`src/rtl/led_bar_arbiter.sv`:
```
// Round-robin time-slicing owner of the 8-LED bar with a dark gap between owners
// and a global PWM brightness mask on the final drive.
module led_bar_arbiter #(
  parameter int N_REQ       = 4,
  parameter int SLOT_CYCLES = 24_000_000,
  parameter int GAP_CYCLES  = 4_800,
  parameter int PWM_BITS    = 4
) (
  input  logic                       clk,
  input  logic                       rst,
  input  logic [N_REQ-1:0]           req,
  input  logic [8*N_REQ-1:0]         pattern,
  input  logic [PWM_BITS-1:0]        brightness,
  output logic [N_REQ-1:0]           grant,
  output logic [$clog2(N_REQ)-1:0]   active_id,
  output logic [7:0]                 cats
);

  localparam int ID_W = $clog2(N_REQ);
  localparam int SW   = $clog2(SLOT_CYCLES + 1);
  localparam int GW   = $clog2(GAP_CYCLES + 1);
  localparam logic [SW-1:0]   SLOT_LAST = SW'(SLOT_CYCLES - 1);
  localparam logic [GW-1:0]   GAP_LAST  = GW'(GAP_CYCLES - 1);
  localparam logic [ID_W-1:0] ID_LAST   = ID_W'(N_REQ - 1);

  typedef enum logic [1:0] {IDLE, SERVE, BLANK} state_e;

  typedef struct packed {
    logic            found;
    logic [ID_W-1:0] id;
  } arb_t;

  state_e              state, state_d;
  logic [ID_W-1:0]     ptr, ptr_d, id_d, next_ptr;
  logic [N_REQ-1:0]    grant_d;
  logic [SW-1:0]       slot_cnt, slot_d;
  logic [GW-1:0]       gap_cnt, gap_d;
  logic [PWM_BITS-1:0] pwm_cnt;
  logic                slot_done, gap_done, owner_drop, serve_exit, pwm_on;
  arb_t                win;
  logic [7:0]          pat_arr [N_REQ];

  for (genvar i = 0; i < N_REQ; i++) begin : g_pat
    assign pat_arr[i] = pattern[8*i +: 8];
  end

  // Descending scan so the requester closest to ptr is the last (winning) hit.
  function automatic arb_t arbitrate(input logic [N_REQ-1:0] r, input logic [ID_W-1:0] p);
    arb_t            a;
    logic [ID_W-1:0] idx;
    a = '0;
    for (int k = N_REQ - 1; k >= 0; k--) begin
      idx = ID_W'((int'(p) + k) % N_REQ);
      if (r[idx]) begin
        a.found = 1'b1;
        a.id    = idx;
      end
    end
    return a;
  endfunction

  assign win        = arbitrate(req, ptr);
  assign slot_done  = (slot_cnt == SLOT_LAST);
  assign gap_done   = (gap_cnt == GAP_LAST);
  assign owner_drop = !req[active_id];
  assign serve_exit = slot_done || owner_drop;
  assign next_ptr   = (active_id == ID_LAST) ? '0 : active_id + 1'b1;
  assign pwm_on     = (pwm_cnt < brightness) || (&brightness);

  always_ff @(posedge clk or posedge rst) begin
    if (rst) begin
      state     <= IDLE;
      ptr       <= '0;
      active_id <= '0;
      grant     <= '0;
      slot_cnt  <= '0;
      gap_cnt   <= '0;
      pwm_cnt   <= '0;
      cats      <= '0;
    end else begin
      state     <= state_d;
      ptr       <= ptr_d;
      active_id <= id_d;
      grant     <= grant_d;
      slot_cnt  <= slot_d;
      gap_cnt   <= gap_d;
      pwm_cnt   <= pwm_cnt + 1'b1;
      // Pattern is sampled live so the owner can animate within its slot.
      cats      <= (state == SERVE && grant != '0 && pwm_on) ? pat_arr[active_id] : 8'h00;
    end
  end

  always_comb begin
    state_d = state;
    case (state)
      IDLE:    if (win.found) state_d = SERVE;
      SERVE:   if (serve_exit) state_d = BLANK;
      BLANK:   if (gap_done) state_d = win.found ? SERVE : IDLE;
      default: state_d = IDLE;
    endcase
  end

  always_comb begin
    ptr_d   = ptr;
    id_d    = active_id;
    grant_d = grant;
    slot_d  = slot_cnt;
    gap_d   = gap_cnt;
    case (state)
      IDLE: begin
        grant_d = '0;
        if (win.found) begin
          id_d    = win.id;
          grant_d = N_REQ'(1) << win.id;
          slot_d  = '0;
        end
      end
      SERVE: begin
        if (serve_exit) begin
          grant_d = '0;
          ptr_d   = next_ptr;
          gap_d   = '0;
        end else begin
          slot_d  = slot_cnt + 1'b1;
        end
      end
      BLANK: begin
        grant_d = '0;
        if (gap_done) begin
          if (win.found) begin
            id_d    = win.id;
            grant_d = N_REQ'(1) << win.id;
            slot_d  = '0;
          end
        end else begin
          gap_d = gap_cnt + 1'b1;
        end
      end
      default: grant_d = '0;
    endcase
  end

endmodule

```
`config.mk`:
```
export PLATFORM = sky130hd
export DESIGN_NAME = led_bar_arbiter
export DESIGN_NICKNAME = d
export VERILOG_FILES = /design/src/rtl/led_bar_arbiter.sv
export SDC_FILE = /design/constraint.sdc
export NUM_CORES = 1
export LEC_CHECK = 0
export ABC_AREA = 1
export CAP_MARGIN = 10
export CORE_MARGIN = 3
export CORE_UTILIZATION = 55
export DETAILED_ROUTE_END_ITERATION = 8
export PLACE_DENSITY = 0.8
export SYNTH_ARGS = -nofsm -noshare
export SYNTH_HDL_FRONTEND = slang
export SYNTH_SLANG_ARGS = --single-unit
export TNS_END_PERCENT = 50
```
`constraint.sdc`:
```
create_clock -name clk -period 2.5 [get_ports clk]
set_input_delay 0.5 -clock clk [delete_from_list [all_inputs] [get_ports clk]]
set_output_delay 0.5 -clock clk [all_outputs]
set_load 0.05 [all_outputs]
```
==> impl_metrics.env, run 1 <==
export IMPL_critPathMaxFanout=13
export IMPL_tightest_slew_ns=0.585
export IMPL_cts_buffer_depth=2
export IMPL_finalSetupViolCount=0
export IMPL_setup_tns_ns=0
export IMPL_dr_first_iter_drc_count=326
export IMPL_multi_input_area_mm2=0.00225
export IMPL_fin_crit_sh_pct=96.1
export IMPL_syn_instance_count=609
export IMPL_grt_overflow=0
export IMPL_io_pins=56
export IMPL_crit_arrival_ns=1.90
export IMPL_power_frac_seq_pct=50.3
export IMPL_num_antenna_cells=0
export IMPL_ir_worst_vdd_uv=190
export IMPL_fp_row_count=30
export IMPL_final_common_cell="nand2_1"
export IMPL_firstDrtPassIters=5
export IMPL_antenna_found_initial=0
export IMPL_ys_types=32
export IMPL_crit_path_end_kind="output pin"
export IMPL_die_x_um=92.0
export IMPL_cts_clk_slew_worst_paths_ns=0.07
export IMPL_synthSimpleGateAreaFrac_pct=43.7
export IMPL_hp_class="reg -> reg"
export IMPL_grt_max_degree=27
export IMPL_dp_hpwl_mm=7.34
export IMPL_synth_seq_cells=60
export IMPL_yosysSeqAreaShare_pct=36.9
export IMPL_swShare_pct=22.4
export IMPL_seq_area_mm2=0.00150
export IMPL_critical_path_startpoint_type="flip-flop"
export IMPL_drive_above_1_share_pct=7.42
export IMPL_syn_area_per_cell_um2=6.68
export IMPL_drv_cap=0
export IMPL_viasPerCell=5.27
export IMPL_port_buffer_count=55
export IMPL_synthAdderAreaFrac_pct=2.15
export IMPL_core_area_mm2=0.00698
export IMPL_cts_sinks=60
export IMPL_rsz0062_at_grt="false"
export IMPL_routabilityCongestion=0.944
export IMPL_critPathKind="reg -> out"
export IMPL_grt_pass1_wl_mm=17.0
export IMPL_fillers=598
export IMPL_pwr_share_comb_pct=6.5
export IMPL_powerDensity_mw_per_mm2=394
export IMPL_yosysWarnings=0
export IMPL_cts_post_setup_buffers_inserted=0
export IMPL_grt_pass1_vias=3822
export IMPL_groute_usage_overall_pct=24.5
export IMPL_cp_cell_sequence="clkdlybuf4s50_1"
export IMPL_die_h_um=92.0
export IMPL_wl_per_cell_um=12.5
export IMPL_clock_latency_ns=0.34
export IMPL_net_switching_power_uw=432
export IMPL_synth_top_family_by_area="simple AND/OR/NAND/NOR gates"
export IMPL_fin_skew_ns=0.00762
export IMPL_cp_top_family="buffers and inverters"
export IMPL_synth_nets=658
export IMPL_max_freq_mhz=416
export IMPL_synthXorXnorAreaFrac_pct=4.31
export IMPL_numCtsBuffers=9
export IMPL_synth_compound_area_share_pct=5.20
export IMPL_relSlewSlack_pct=60.5
export IMPL_maxSlewViolCount=0
export IMPL_required_ns=2.00
export IMPL_p_int_uw=1500
export IMPL_ant_nets=0
export IMPL_dieArea_mm2=0.00846
export IMPL_synthToLayoutAreaGrowth_pct=20.6
export IMPL_synthMuxAreaShare_pct=0
export IMPL_drc_errors=0
export IMPL_h_tree_depth=3
export IMPL_final_nets=718
export IMPL_max_stage_delay_ns=0.90
export IMPL_critPathBufInv=1
export IMPL_status="completed"
export IMPL_period_minus_slack_ns=2.40
export IMPL_cp_slowest_cell="clkdlybuf4s50_1"
export IMPL_netlist_area_mm2=0.00407
export IMPL_clkPwrFrac_pct=43.2
export IMPL_cts_root_buf="clkbuf_8"
export IMPL_vias=4057
export IMPL_hold_buffers=0
export IMPL_most_common_layout_cells="nand2_1 (207), nor2_1 (108), dfrtp_1 (60), clkdlybuf4s50_1 (55), nand3_1 (51)"
export IMPL_tritoncts="yes"
export IMPL_routed_wl_mm=9.66
export IMPL_start_util_pct=58.2
export IMPL_whs_ns=0.469
export IMPL_post_cts_resized=0
export IMPL_leakage_uw=0.00229
export IMPL_final_hold_viol_count=0
[cell type report]
class / instances / area share [%]
multi-input combinational: 479 / 45.9
sequential: 60 / 30.6
timing repair buffer: 64 / 13.1
inverter: 55 / 4.21
clock buffer: 11 / 2.68
tap: 96 / 2.45
clock inverter: 5 / 1.07
[final timing paths]
path | cells past startpoint | slack, ns | endpoint | startpoint
max | 1 | 0.1 | active_id[1] | active_id[1]$_DFFE_PP0P_
min | 1 | 0.47 | pwm_cnt[0]$_DFF_PP0_ | pwm_cnt[0]$_DFF_PP0_
max reg2reg | 10 | 0.33 | slot_cnt[20]$_DFFE_PP0P_ | slot_cnt[0]$_DFFE_PP0P_
min reg2reg | 1 | 0.47 | pwm_cnt[0]$_DFF_PP0_ | pwm_cnt[0]$_DFF_PP0_
max in group asynchronous | 4 | 1.34 | cats[1]$_DFF_PP0_ | rst
min in group asynchronous | 2 | 0.49 | slot_cnt[11]$_DFFE_PP0P_ | rst
[kinds of logic (layout without fill, tap and decap cells)]
group,Yosys count,count (layout)
and+or+nand+nor,411,411
buffers and inverters,70,135
DFF,60,60
AOI/OAI and AO/OA,41,41
xor gates and xnor gates,20,20
adders and majority gates,7,7
[per-layer routing]
layer	wire length (µm)	GRT usage [%]
met5	0	0
met3	650	5.66
met2	4500	39.4
met1	4330	32.8
met4	172	8.17
[registers in the layout (all words and copies together) (netlist names)]
signal	cells
cats	8
ptr	2
active_id	2
pwm_cnt	4
grant	4
gap_cnt	13
state	2
slot_cnt	25
[power groups by stage]
stage / registers, µW / clock network, µW / logic [µW]
6_report: 971 / 835 / 126
5_1_grt: 970 / 892 / 140
4_1_cts: 971 / 844 / 128
3_5_place_dp: 989 / 0 / 128
3_3_place_gp: 989 / 0 / 125
2_1_floorplan: 989 / 0 / 42.8
[synth_stat cells]
cell,n,area (µm²)
a21boi_0,1,7.51
nor3_4,1,16.3
inv_2,3,11.3
buf_6,2,22.5
o41ai_1,1,8.76
nand3_1,51,255
nand3_2,11,110
clkinv_1,2,7.51
nand2_4,1,11.3
a21oi_1,13,65.1
buf_2,4,20.0
nand2_1,207,777
buf_12,1,20.0
nand3b_1,1,7.51
o21ai_0,25,125
ha_1,7,87.6
nand2_2,3,18.8
nor2_2,1,6.26
nor4_1,2,12.5
buf_8,1,15.0
nand4_1,10,62.6
nor3_1,9,45.0
xor2_1,16,140
xnor2_1,4,35.0
nor2_1,108,405
o21ai_1,1,5.00
clkbuf_1,6,22.5
buf_4,1,7.51
nand3_4,1,17.5
inv_1,50,188
dfrtp_1,60,1500
or2_2,5,31.3
[through the flow]
stage,area [µm²],util (%),worst slack (ns),total power [µW],std cells
global route,4910,70.3,0.0425,2000,770
finish,4910,70.3,0.0964,1930,770
detailed placement,4720,67.6,0.189,1120,754
floorplan,4070,-,0.515,1030,609
global placement,4720,67.6,0.245,1110,754
CTS,4910,70.3,0.0887,1940,770
Power figures use the tool's default switching activity.
==> run 2, diff against run 1 <==
Settings changed: SKIP_LAST_GASP from default to 1, SLEW_MARGIN from default to 20.
==> results of run 2 <==
No change in the layout: final DEF, timing and power equal those of run 1.
==> run 3, diff against run 2 <==
Settings changed: CORE_UTILIZATION 55 to 30, PLACE_DENSITY 0.8 to default.
==> impl_metrics.env, run 3 (synthesized netlist as in run 1, its figures left out) <==
export IMPL_hold_buffers=0
export IMPL_crit_path_end_kind="flip-flop"
export IMPL_port_buffer_count=55
export IMPL_crit_path_frequent_cell="nand2_2"
export IMPL_final_common_cell="nand2_1"
export IMPL_cts_buffer_depth=2
export IMPL_critPathKind="reg -> reg"
export IMPL_largest_register="slot_cnt"
export IMPL_grt_pass1_wl_mm=17.9
export IMPL_cts_post_setup_buffers_inserted=0
export IMPL_pwr_share_comb_pct=5.3
export IMPL_grt_pass1_vias=3909
export IMPL_h_tree_depth=3
export IMPL_leakage_uw=0.00235
export IMPL_setup_tns_ns=0
export IMPL_max_stage_delay_ns=0.43
export IMPL_maxSlewViolCount=0
export IMPL_wl_per_cell_um=12.3
export IMPL_use_met3_pct=3.41
export IMPL_grtUsageMet2_pct=22.6
export IMPL_firstDrtPassIters=5
export IMPL_groute_usage_overall_pct=14.8
export IMPL_tritoncts="yes"
export IMPL_finalSetupViolCount=0
export IMPL_fin_area_mm2=0.00511
export IMPL_final_nets=720
export IMPL_die_x_um=122
export IMPL_routabilityCongestion=0.945
export IMPL_vias=4014
export IMPL_place_area_mm2=0.00482
export IMPL_rsz0062_at_grt="false"
export IMPL_largest_reg_flops=25
export IMPL_cts_sinks=60
export IMPL_post_cts_resized=0
export IMPL_hp_start="pwm_cnt[0]$_DFF_PP0_"
export IMPL_hp_class="reg -> reg"
export IMPL_r2r_setup_slack_ns=0.36
export IMPL_critPathMaxFanout=24
export IMPL_cp_slowest_cell="dfrtp_1"
export IMPL_post_route_util_pct=39.5
export IMPL_net_switching_power_uw=463
export IMPL_p_int_uw=1860
export IMPL_clock_latency_ns=0.33
export IMPL_viasPerCell=4.74
export IMPL_core_area_mm2=0.0129
export IMPL_critical_path_startpoint_type="flip-flop"
export IMPL_dieArea_mm2=0.0150
export IMPL_required_ns=2.71
export IMPL_ant_nets=0
export IMPL_min_path_cells=1
export IMPL_cts_root_buf="clkbuf_16"
export IMPL_dp_hpwl_mm=7.80
export IMPL_drive_above_1_share_pct=7.72
export IMPL_most_common_layout_cells="nand2_1 (207), nor2_1 (108), dfrtp_1 (60), clkdlybuf4s50_1 (54), nand3_1 (51)"
export IMPL_crit_arrival_ns=2.35
export IMPL_ir_worst_vdd_uv=186
export IMPL_final_hold_viol_count=0
export IMPL_power_frac_seq_pct=42.0
export IMPL_antenna_found_initial=0
export IMPL_r2r_end="slot_cnt[20]$_DFFE_PP0P_"
export IMPL_grt_max_degree=45
export IMPL_num_antenna_cells=0
export IMPL_period_minus_slack_ns=2.14
export IMPL_grt_util_met1_pct=19.6
export IMPL_reg_top3="slot_cnt (25), gap_cnt (13), cats (8)"
export IMPL_start_util_pct=31.5
export IMPL_grt_overflow=0
export IMPL_drc_errors=0
export IMPL_tightest_slew_ns=0.533
export IMPL_relSlewSlack_pct=64.3
export IMPL_cp_cell_sequence="ha_1 > inv_1 > nor3_4 > nand2_2 > nor2_2 > nand2_2 > nand3_4 > nand2_2 > nand2_1 > nand2_1"
export IMPL_clkPwrFrac_pct=52.7
export IMPL_fp_row_count=41
export IMPL_r2r_start="slot_cnt[0]$_DFFE_PP0P_"
export IMPL_routed_wl_mm=10.4
export IMPL_status="completed"
export IMPL_cp_top_family="simple AND/OR/NAND/NOR gates"
export IMPL_fin_crit_sh_pct=85.6
export IMPL_grt_busiest_layer="met2"
export IMPL_cts_clk_slew_worst_paths_ns=0.05
export IMPL_critPathBufInv=1
export IMPL_powerDensity_mw_per_mm2=454
export IMPL_numCtsBuffers=9
export IMPL_swShare_pct=20.0
export IMPL_io_pins=56
export IMPL_dr_first_iter_drc_count=213
export IMPL_ff2ff_path_depth=10
export IMPL_min_to="pwm_cnt[0]$_DFF_PP0_"
export IMPL_die_h_um=122
export IMPL_synthToLayoutAreaGrowth_pct=25.6
export IMPL_fin_skew_ns=0.00678
export IMPL_drv_cap=0
export IMPL_max_freq_mhz=467
-- run 3: cell count changes in the layout (fill, tap and decap cells not counted), sizes merged --
cell / previous run / this run
clkdlybuf4s50: 55 / 54
clkinv: 5 / 3
clkbuf: 11 / 12
clkinvlp: 1 / 0
buf: 9 / 12
-- run 3: power by group through the flow --
stage | sequential (µW) | combinational, µW | clock (µW)
after CTS | 972 | 126 | 1260
final | 973 | 124 | 1220
after global routing | 972 | 139 | 1300
after global placement | 989 | 123 | 0
after floorplan | 989 | 42.8 | 0
after detailed placement | 989 | 126 | 0
-- run 3: area by class of cell --
type,count,area (µm²)
Clock inverter,2,35.0
Clock buffer,12,256
Timing Repair Buffer,66,643
Tap cell,172,215
Multi-Input combinational cell,479,2250
Sequential cell,60,1500
Inverter,55,206
Fill cell,1346,7820
-- run 3: metrics by stage --
stage / instances / power (µW) / worst slack (ns) / hold WS (ns)
2_1_floorplan: 609 / 1030 / 0.515 / 0.438
3_3_place_gp: 832 / 1110 / 0.248 / 0.466
3_5_place_dp: 832 / 1110 / 0.189 / 0.469
4_1_cts: 846 / 2360 / 0.372 / 0.479
5_1_grt: 846 / 2410 / 0.194 / 0.496
6_report: 846 / 2320 / 0.359 / 0.474
-- run 3: worst max-delay path by stage --
stage | cells after the start | slack (ns) | startpoint | endpoint
finish | 10 | 0.36 | slot_cnt[0]$_DFFE_PP0P_ | slot_cnt[20]$_DFFE_PP0P_
global route | 10 | 0.19 | slot_cnt[0]$_DFFE_PP0P_ | slot_cnt[22]$_DFFE_PP0P_
CTS | 10 | 0.37 | slot_cnt[0]$_DFFE_PP0P_ | slot_cnt[20]$_DFFE_PP0P_
detailed placement | 11 | 0.19 | req[3] | slot_cnt[15]$_DFFE_PP0P_
global placement | 11 | 0.25 | req[3] | slot_cnt[11]$_DFFE_PP0P_
floorplan | 1 | 0.52 | rst | active_id[0]$_DFFE_PP0P_
-- run 3: worst register-to-register path, stage by stage (launching register included) --
cell and delay [ns]:
dfrtp_1 0.43, ha_1 0.31, inv_1 0.12, nor3_4 0.17, nand2_2 0.11, nor2_2 0.11
nand2_2 0.10, nand3_4 0.12, nand2_2 0.30, nand2_1 0.19, nand2_1 0.06
-- run 3: per-layer routing --
layer	vias up	share of wire, %	wire length [µm]
met5	-	0	0
met4	0	2.6	274
met3	22	6.5	682
met2	134	44	4540
met1	1812	47	4920
li1	2046	-	-
